### config.mk
export PLATFORM = sky130hd
export DESIGN_NAME = num_detector_seq
export DESIGN_NICKNAME = d
export VERILOG_FILES = /design/src/rtl/num_detector_seq.sv
export SDC_FILE = /design/constraint.sdc
export NUM_CORES = 1
export LEC_CHECK = 0
export CELL_PAD_IN_SITES_DETAIL_PLACEMENT = 0
export CELL_PAD_IN_SITES_GLOBAL_PLACEMENT = 1
export CORE_MARGIN = 8
export CORE_UTILIZATION = 41
export CTS_CLUSTER_SIZE = 8
export DETAILED_ROUTE_END_ITERATION = 10
export PLACE_DENSITY_LB_ADDON = 0.15
export SLEW_MARGIN = 25
export SYNTH_ARGS = -nofsm -noshare
export SYNTH_HDL_FRONTEND = slang
export SYNTH_SLANG_ARGS = --single-unit
### constraint.sdc
create_clock -name clk -period 2.2 [get_ports clk]
set_input_delay 0.66 -clock clk [delete_from_list [all_inputs] [get_ports clk]]
set_output_delay 0.66 -clock clk [all_outputs]
set_load 0.05 [all_outputs]
### src/rtl/num_detector_seq.sv
`default_nettype none
// ============================================================================
// Module   : num_detector_seq
// Purpose  : Bit-serial divisibility detector. A captured unsigned number is
//            walked MSB first, one bit per clock. NDIV residue channels track
//            (number mod d_i) for d_i = i+2. When the last bit has been
//            consumed, LED shows which divisors divide the number.
// Ports    : clk      - single clock, rising edge
//            reset    - synchronous, active-high reset
//            start    - evaluation request, sampled only when not busy
//            num      - WIDTH-bit unsigned number, captured on accepted start
//            busy     - high during the WIDTH bit-processing cycles
//            done     - one-cycle pulse, LED carries a fresh result
//            LED      - LED[NDIV-1-i] = 1 iff num divisible by (i+2)
//            all_div  - (NUMDET_ALL_EN only) num divisible by every divisor
// Config   : define NUMDET_ALL_EN to add the all_div output and its register
// Revision : 1.0 - initial release
// ============================================================================
module num_detector_seq #(
  parameter int WIDTH = 8,
  parameter int NDIV  = 4
) (
  input  logic             clk,
  input  logic             reset,
  input  logic             start,
  input  logic [WIDTH-1:0] num,
  output logic             busy,
  output logic             done,
  output logic [NDIV-1:0]  LED
`ifdef NUMDET_ALL_EN
  ,
  output logic             all_div
`endif
);

  localparam int CNT_W = $clog2(WIDTH);

  typedef enum logic [1:0] {
    IDLE  = 2'd0,
    SHIFT = 2'd1,
    DONE  = 2'd2
  } state_t;

  state_t                state_q, state_d;
  logic [WIDTH-1:0]      num_q, num_d;
  logic [CNT_W-1:0]      cnt_q, cnt_d;
  logic [NDIV-1:0][3:0]  res_q, res_d;
  logic [NDIV-1:0]       led_q, led_d;

  logic                  w_bit;
  logic [NDIV-1:0][3:0]  w_step;
  logic [NDIV-1:0]       w_zero;

  // The captured number is shifted left each SHIFT cycle, so the bit being
  // consumed is always the MSB of the shift register.
  assign w_bit = num_q[WIDTH-1];

  // Per-channel residue step. Since r < d, 2r+b < 2d, so a single
  // conditional subtraction yields (2r+b) mod d. The sum needs 5 bits
  // (up to 2*15+1) before it is folded back into the 4-bit residue.
  generate
    for (genvar i = 0; i < NDIV; i++) begin : g_chan
      localparam logic [4:0] DIV = 5'(i + 2);
      logic [4:0] w_sum;
      assign w_sum     = {res_q[i], w_bit};
      assign w_step[i] = (w_sum >= DIV) ? 4'(w_sum - DIV) : w_sum[3:0];
      // LED is MSB-first: divisor 2 lands on the top bit.
      assign w_zero[NDIV-1-i] = (w_step[i] == 4'd0);
    end
  endgenerate

  always_comb begin
    state_d = state_q;
    num_d   = num_q;
    cnt_d   = cnt_q;
    res_d   = res_q;
    led_d   = led_q;
    unique case (state_q)
      IDLE, DONE: begin
        if (start) begin
          num_d   = num;
          cnt_d   = '0;
          res_d   = '0;
          state_d = SHIFT;
        end else begin
          state_d = IDLE;
        end
      end
      SHIFT: begin
        res_d = w_step;
        num_d = {num_q[WIDTH-2:0], 1'b0};
        cnt_d = cnt_q + CNT_W'(1);
        if (cnt_q == CNT_W'(WIDTH - 1)) begin
          // Last bit: the result comes from the residues being written now,
          // not the ones currently held.
          led_d   = w_zero;
          cnt_d   = '0;
          state_d = DONE;
        end
      end
      default: state_d = IDLE;
    endcase
  end

  always_ff @(posedge clk) begin
    if (reset) begin
      state_q <= IDLE;
      num_q   <= '0;
      cnt_q   <= '0;
      res_q   <= '0;
      led_q   <= '0;
    end else begin
      state_q <= state_d;
      num_q   <= num_d;
      cnt_q   <= cnt_d;
      res_q   <= res_d;
      led_q   <= led_d;
    end
  end

`ifdef NUMDET_ALL_EN
  logic all_div_q, all_div_d;

  always_comb begin
    all_div_d = all_div_q;
    if (state_q == SHIFT && cnt_q == CNT_W'(WIDTH - 1)) begin
      all_div_d = &w_zero;
    end
  end

  always_ff @(posedge clk) begin
    if (reset) begin
      all_div_q <= 1'b0;
    end else begin
      all_div_q <= all_div_d;
    end
  end

  assign all_div = all_div_q;
`endif

  assign busy = (state_q == SHIFT);
  assign done = (state_q == DONE);
  assign LED  = led_q;

endmodule
`default_nettype wire
==> results of run 1 <==
-- metal layers --
layer	global-route usage	share of wire
met1	0.154	0.46
met2	0.202	0.46
met3	0.0478	0.069
met4	0.0537	0.018
met5	0	0
-- power breakdown --
group | total (mW) | switching (mW) | internal (mW)
clock network | 0.466 | 0.217 | 0.249
logic | 0.185 | 0.106 | 0.0790
registers | 0.617 | 0.0152 | 0.601
total | 1.27 | 0.338 | 0.930
-- kinds of logic after synthesis --
| kind of cell | count (synthesis) | share of synthesized area |
|---|---|---|
| buf+inv | 20 | 0.0499 |
| flops | 32 | 0.405 |
| simple gates | 67 | 0.211 |
| compound gates | 57 | 0.235 |
| mux | 8 | 0.0507 |
| fa+ha+maj | 6 | 0.0475 |
-- sequential cells by signal (all words and copies together) (netlist names) --
name / flops
LED: 4
state_q: 2
cnt_q: 3
g_chan.w_sum: 15
num_q: 8
-- tightest hold or removal path: cells and delay by family (launching register included) --
family	cells	cell delay, ns
AO/OA/AOI/OAI	1	0.05
AND/OR/NAND/NOR	1	0.05
flip-flops	1	0.31
-- area by class of cell --
cell class / instances / area share
inverter: 8 / 0.0159
multi-input combinational: 138 / 0.456
clock buffer: 6 / 0.0437
timing repair buffer: 21 / 0.109
clock inverter: 2 / 0.00530
sequential: 32 / 0.339
tap: 48 / 0.0318
-- layout by cell type, fill, tap and decap left out, types with 2 or more instances in the layout --
master and n:
a211oi_1 8, a21oi_1 16, a22oi_1 10, a32o_1 2, buf_4 6, clkbuf_8 6, clkdlybuf4s50_1 14, clkinv_2 2
dfxtp_1 32, ha_1 6, inv_1 8, mux2i_1 8, nand2_1 11, nand2b_1 3, nand3_1 2, nor2_1 24
nor2b_1 5, nor3_1 9, nor4_1 3, o211ai_1 3, o21ai_0 11
-- worst paths after layout --
check | slack [ns] | cells past startpoint | to
max | 0.11 | 1 | LED[2]
min | 0.46 | 2 | LED[1]
max reg2reg | 0.34 | 5 | g_chan[2].w_sum[4]
min reg2reg | 0.46 | 2 | LED[1]
==> impl_metrics.ini, run 1 <==
[setup_path]
critPathMaxFanout = 2
cp.arrival_ns = 1.43
r2r_start = state_q[1]
crit_start = LED[2]
slowest_delay_ns = 0.81
crit_path_start_kind = flip-flop
cp-end-kind = primary output
crit_path_cell_trace = clkdlybuf4s50_1
critPathKind = flip-flop to primary output
crit_slowest_cell = clkdlybuf4s50_1
cp.required_ns = 1.54
crit_family = buffers and inverters
path_buf_inv = 1

[clocking]
clk_pin_slew_ns = 0.07
cts.repair.resized = 0
cts_made_buffers = 5
cts_root_buffer = clkbuf_8
cts_tree = yes
htreeDepth = 2
cts_setup_buffers = 0
clock_path_buffers = 2
cts.sinks = 32
clk_latency_ns = 0.28
hold_buffers = 0

[finish]
drive_gt1_frac = 0.106
post-route-util = 0.512
layout.nets = 223
final_cell_area_sq_mm = 0.00189
multi_input_area_sq_um = 861
instances_no_fill = 255
area_growth_pct = 19.6
n_antenna_cell = 0
n_fill_cell = 382
seq_area_sq_um = 641

[run_status]
status = finished, final reports clean

[global_routing]
gr-total-overflow = 0
first_global_vias = 1415
grt_max_degree = 26
grt_first_pass_wirelength_mm = 6.43
antenna_found_initial = 0
grt_usage = 0.129

[drt]
wl_mm = 3.55
drt-wirelength-per-cell_microns = 13.9
dr.first_iter.drc_count = 109
drc_errors = 0
firstDrtPassIters = 4
vias = 1425
final_antenna_net_count = 0
via_per_inst = 5.59

[sta]
finClkSkew_ns = 0.00561
layout_min_cycle_time_ns = 2.09
holdWs_ns = 0.463
rsz0062_at_grt = false
tightestPinTransition_ns = 0.823
finalSetupViolations = 0
fin_crit_sh = 0.948
finalHoldViolCount = 0
slew_headroom = 0.451
slew_violations = 0
worst_slack_ns = 0.115
tns_ns = 0
fmax_mhz = 480

[power]
ir_worst_vdd_mv = 0.489
p_per_area_mw_per_mm2 = 671
leakagePower_nw = 0.719
fin_total_pwr_mw = 1.27

[job]
cap_violations = 0

[synth]
yosys.area.top_type = dfxtp_1
synth.distinct_cells = 37
synth_most_common_cell = dfxtp_1
synthTopCellsByCount = dfxtp_1, nor2_1, a21oi_1
ys_seq_area_frac = 0.405
synth_area_sq_mm = 0.00158
postSynth.asyncResetShare = 0
synth_seq_cells = 32
synth_cells = 190
synth_area_leaders = dfxtp_1, nor2_1, a21oi_1
syn_area_per_cell_sq_um = 8.32
synthesis.nets = 207
synth_top_area_share = 0.405
yosysWarnings = 0
synth_ff_type = dfxtp_1
synth_edf_count = 0

[place]
detailed_place_hpwl_mm = 2.46
preCtsSetupSlack_ns = -0.0545
gp_routability_congestion = 0.767
dpl.cell_count = 247
placed_area_sq_mm = 0.00180
portBuffers = 16

[min_path]
hold_class = flip-flop to flip-flop
min_from = LED[1]

[floorplanning]
io_pins = 17
die_area_sq_mm = 0.00610
rows = 22
die_y_microns = 78.1
start_util = 0.428
core_sq_mm = 0.00369
die_width_microns = 78.1
No activity file was read; power rests on OpenSTA's default activity.
==> run 2, diff against run 1 <==
--- a/config.mk
+++ b/config.mk
@@ -12,6 +12,7 @@
 export CTS_CLUSTER_SIZE = 8
 export DETAILED_ROUTE_END_ITERATION = 10
 export PLACE_DENSITY_LB_ADDON = 0.15
+export RECOVER_POWER = 100
 export SLEW_MARGIN = 25
 export SYNTH_ARGS = -nofsm -noshare
 export SYNTH_HDL_FRONTEND = slang
==> impl_metrics.ini, run 2 (synthesized netlist as in run 1, its figures left out) <==
[floorplanning]
rows = 22
core_sq_mm = 0.00369
die_y_microns = 78.1
start_util = 0.428
io_pins = 17
die_width_microns = 78.1
die_area_sq_mm = 0.00610

[finish]
largest_reg_flops = 15
layout.nets = 223
n_antenna_cell = 0
post-route-util = 0.509
drive_gt1_frac = 0.0966
final_cell_area_sq_mm = 0.00188
n_fill_cell = 383
instances_no_fill = 255
area_growth_pct = 18.9
final_cell_mix = dfxtp_1, nor2_1, a21oi_1
final_common_cell = dfxtp_1

[clocking]
cts_setup_buffers = 0
hold_buffers = 0
cts_root_buffer = clkbuf_8
cts_made_buffers = 5
cts.sinks = 32
clk_pin_slew_ns = 0.07
clk_latency_ns = 0.28
cts.repair.resized = 0
cts_tree = yes
clock_path_buffers = 2
htreeDepth = 2

[sta]
layout_min_cycle_time_ns = 2.08
slew_violations = 0
worst_slack_ns = 0.117
tns_ns = 0
finalHoldViolCount = 0
finalSetupViolations = 0
tightestPinTransition_ns = 0.826
fmax_mhz = 480
rsz0062_at_grt = false
holdWs_ns = 0.463
slew_headroom = 0.449
finClkSkew_ns = 0.00340
fin_crit_sh = 0.947

[place]
placed_area_sq_mm = 0.00180
dpl.cell_count = 247
gp_routability_congestion = 0.767
portBuffers = 16
detailed_place_hpwl_mm = 2.46
preCtsSetupSlack_ns = -0.0545

[setup_path]
slowest_delay_ns = 0.80
crit_path_start_kind = flip-flop
crit_slowest_cell = clkdlybuf4s50_1
crit_family = buffers and inverters
crit_path_cell_trace = clkdlybuf4s50_1
critPathMaxFanout = 2
cp-end-kind = primary output
path_buf_inv = 1
cp.arrival_ns = 1.42
cp.required_ns = 1.54
critPathKind = flip-flop to primary output

[drt]
drc_errors = 0
dr.first_iter.drc_count = 105
vias = 1433
via_per_inst = 5.62
wl_mm = 3.55
firstDrtPassIters = 4
drt-wirelength-per-cell_microns = 13.9
final_antenna_net_count = 0

[run_status]
status = finished, final reports clean

[power]
fin_total_pwr_mw = 1.26
swShare = 0.265
p_per_area_mw_per_mm2 = 672
p_sw_mw = 0.335
power_frac_seq = 0.488
p_clk_frac = 0.367
p_int_mw = 0.928
p_comb_frac = 0.145
leakagePower_nw = 0.716
ir_worst_vdd_mv = 0.489

[job]
cap_violations = 0

[global_routing]
grt_usage = 0.129
first_global_vias = 1415
antenna_found_initial = 0
grt_max_degree = 26
grt_first_pass_wirelength_mm = 6.43
gr-total-overflow = 0

[min_path]
hold_class = flip-flop to flip-flop
==> run 2: cell types whose count changed in the layout (fill, tap and decap cells not counted), sizes merged <==
cell / change
buf: -2
clkdlybuf4s50: -1
dlygate4sd3: +1
clkbuf: +2
==> run 2: final timing paths <==
check,from,endpoint,slack [ns],depth (start not counted)
worst max-delay path,LED[2],LED[2],0.12,1
worst min-delay path,LED[1],LED[1],0.46,2
worst max register to register,state_q[1],g_chan[2].w_sum[4],0.33,5
worst min register to register,LED[1],LED[1],0.46,2
==> run 2: worst register-to-register path, cell delays in order, from the launching register on <==
cell and delay (ns):
dfxtp_1 0.33, nand2b_1 0.12, inv_1 0.26, nor2_2 0.75, o21ai_0 0.20, a21oi_1 0.14
==> run 2: layout make-up <==
class                      count  area, sq um  area share
clock buffer                   6         82.6      0.0439
clock inverter                 2         10.0     0.00533
inverter                       8         30.0      0.0160
multi-input combinational    138          857       0.456
sequential                    32          641       0.341
tap                           48         60.1      0.0320
timing repair buffer          21          199       0.106
==> run 2: routing by layer <==
metal / vias to the layer above / GRT usage / routed length [microns]
met4: 0 / 0.0537 / 63
met3: 6 / 0.0478 / 258
met5: - / 0 / 0
met1: 652 / 0.154 / 1600
li1: 720 / - / -
met2: 55 / 0.202 / 1630
==> run 2: power groups by stage <==
stage	sequential [mW]	clock (mW)	combinational [mW]
after floorplan	0.625	0	0.127
after global placement	0.628	0	0.181
after detailed placement	0.629	0	0.186
after CTS	0.616	0.482	0.187
after global routing	0.619	0.509	0.209
final	0.617	0.463	0.184
==> run 3, diff against run 2 <==
--- a/config.mk
+++ b/config.mk
@@ -11,6 +11,7 @@
 export CORE_UTILIZATION = 41
 export CTS_CLUSTER_SIZE = 8
 export DETAILED_ROUTE_END_ITERATION = 10
+export MAX_ROUTING_LAYER = met4
 export PLACE_DENSITY_LB_ADDON = 0.15
 export RECOVER_POWER = 100
 export SLEW_MARGIN = 25
==> impl_metrics.ini, run 3 (synthesized netlist as in run 1, its figures left out) <==
[run_status]
status = finished, final reports clean

[global_routing]
gr-total-overflow = 0
grt_first_pass_wirelength_mm = 6.43
grt_usage = 0.132
first_global_vias = 1415
antenna_found_initial = 0
grt_max_degree = 26

[finish]
post-route-util = 0.509
largest_reg_flops = 15
final_cell_area_sq_mm = 0.00188
layout.nets = 223
drive_gt1_frac = 0.0966
instances_no_fill = 255
area_growth_pct = 18.9
final_common_cell = dfxtp_1
n_antenna_cell = 0
final_cell_mix = dfxtp_1, nor2_1, a21oi_1

[floorplanning]
io_pins = 17
rows = 22
die_area_sq_mm = 0.00610
core_sq_mm = 0.00369
die_y_microns = 78.1
start_util = 0.428
die_width_microns = 78.1

[clocking]
clk_latency_ns = 0.28
cts_root_buffer = clkbuf_8
hold_buffers = 0
htreeDepth = 2
clock_path_buffers = 2
cts_tree = yes
cts_made_buffers = 5
cts.repair.resized = 0
clk_pin_slew_ns = 0.07
cts_setup_buffers = 0
cts.sinks = 32

[power]
leakagePower_nw = 0.716
p_per_area_mw_per_mm2 = 672
ir_worst_vdd_mv = 0.489
p_clk_frac = 0.367
p_sw_mw = 0.335
power_frac_seq = 0.488
p_comb_frac = 0.145
p_int_mw = 0.928
swShare = 0.265
fin_total_pwr_mw = 1.26

[drt]
drt-wirelength-per-cell_microns = 13.9
wl_mm = 3.55
dr.first_iter.drc_count = 105
final_antenna_net_count = 0
drc_errors = 0
via_per_inst = 5.62
vias = 1433
firstDrtPassIters = 4

[setup_path]
crit_family = buffers and inverters
crit_path_start_kind = flip-flop
cp-end-kind = primary output
cp.arrival_ns = 1.42
path_buf_inv = 1
crit_path_cell_trace = clkdlybuf4s50_1
critPathKind = flip-flop to primary output
slowest_delay_ns = 0.80
crit_slowest_cell = clkdlybuf4s50_1
critPathMaxFanout = 2
cp.required_ns = 1.54

[sta]
worst_slack_ns = 0.117
finalHoldViolCount = 0
rsz0062_at_grt = false
layout_min_cycle_time_ns = 2.08
slew_headroom = 0.449
fmax_mhz = 480
finClkSkew_ns = 0.00340
tns_ns = 0
fin_crit_sh = 0.947
holdWs_ns = 0.463
slew_violations = 0
finalSetupViolations = 0
tightestPinTransition_ns = 0.826

[min_path]
hold_class = flip-flop to flip-flop

[place]
preCtsSetupSlack_ns = -0.0545
gp_routability_congestion = 0.777
detailed_place_hpwl_mm = 2.46
dpl.cell_count = 247
placed_area_sq_mm = 0.00180
portBuffers = 16

[job]
cap_violations = 0
==> run 3: cell counts in the layout (fill, tap and decap cells not counted) <==
No cell type changed its count.
==> run 3: per-layer routing <==
layer	global-route usage	vias to the layer above	wire length (microns)
met5	-	-	0
met4	0.0537	0	63
met3	0.0467	6	248
met2	0.202	55	1630
met1	0.155	652	1610
li1	-	720	-
==> run 3: layout make-up <==
cell class,count,area (sq um)
tap,48,60.1
sequential,32,641
fill,383,1810
inverter,8,30.0
timing repair buffer,21,199
multi-input combinational,138,857
clock inverter,2,10.0
clock buffer,6,82.6
==> run 3: power by group through the flow <==
stage	registers (mW)	clock network [mW]	logic, mW
5_1_grt	0.619	0.509	0.209
4_1_cts	0.616	0.482	0.187
3_5_place_dp	0.629	0	0.186
6_report	0.617	0.463	0.184
2_1_floorplan	0.625	0	0.127
3_3_place_gp	0.628	0	0.181
==> run 3: worst paths after layout <==
path / cells past startpoint / from / slack, ns / to
max reg2reg: 5 / state_q[1] / 0.33 / g_chan[2].w_sum[4]
max: 1 / LED[2] / 0.12 / LED[2]
min reg2reg: 2 / LED[1] / 0.46 / LED[1]
min: 2 / LED[1] / 0.46 / LED[1]
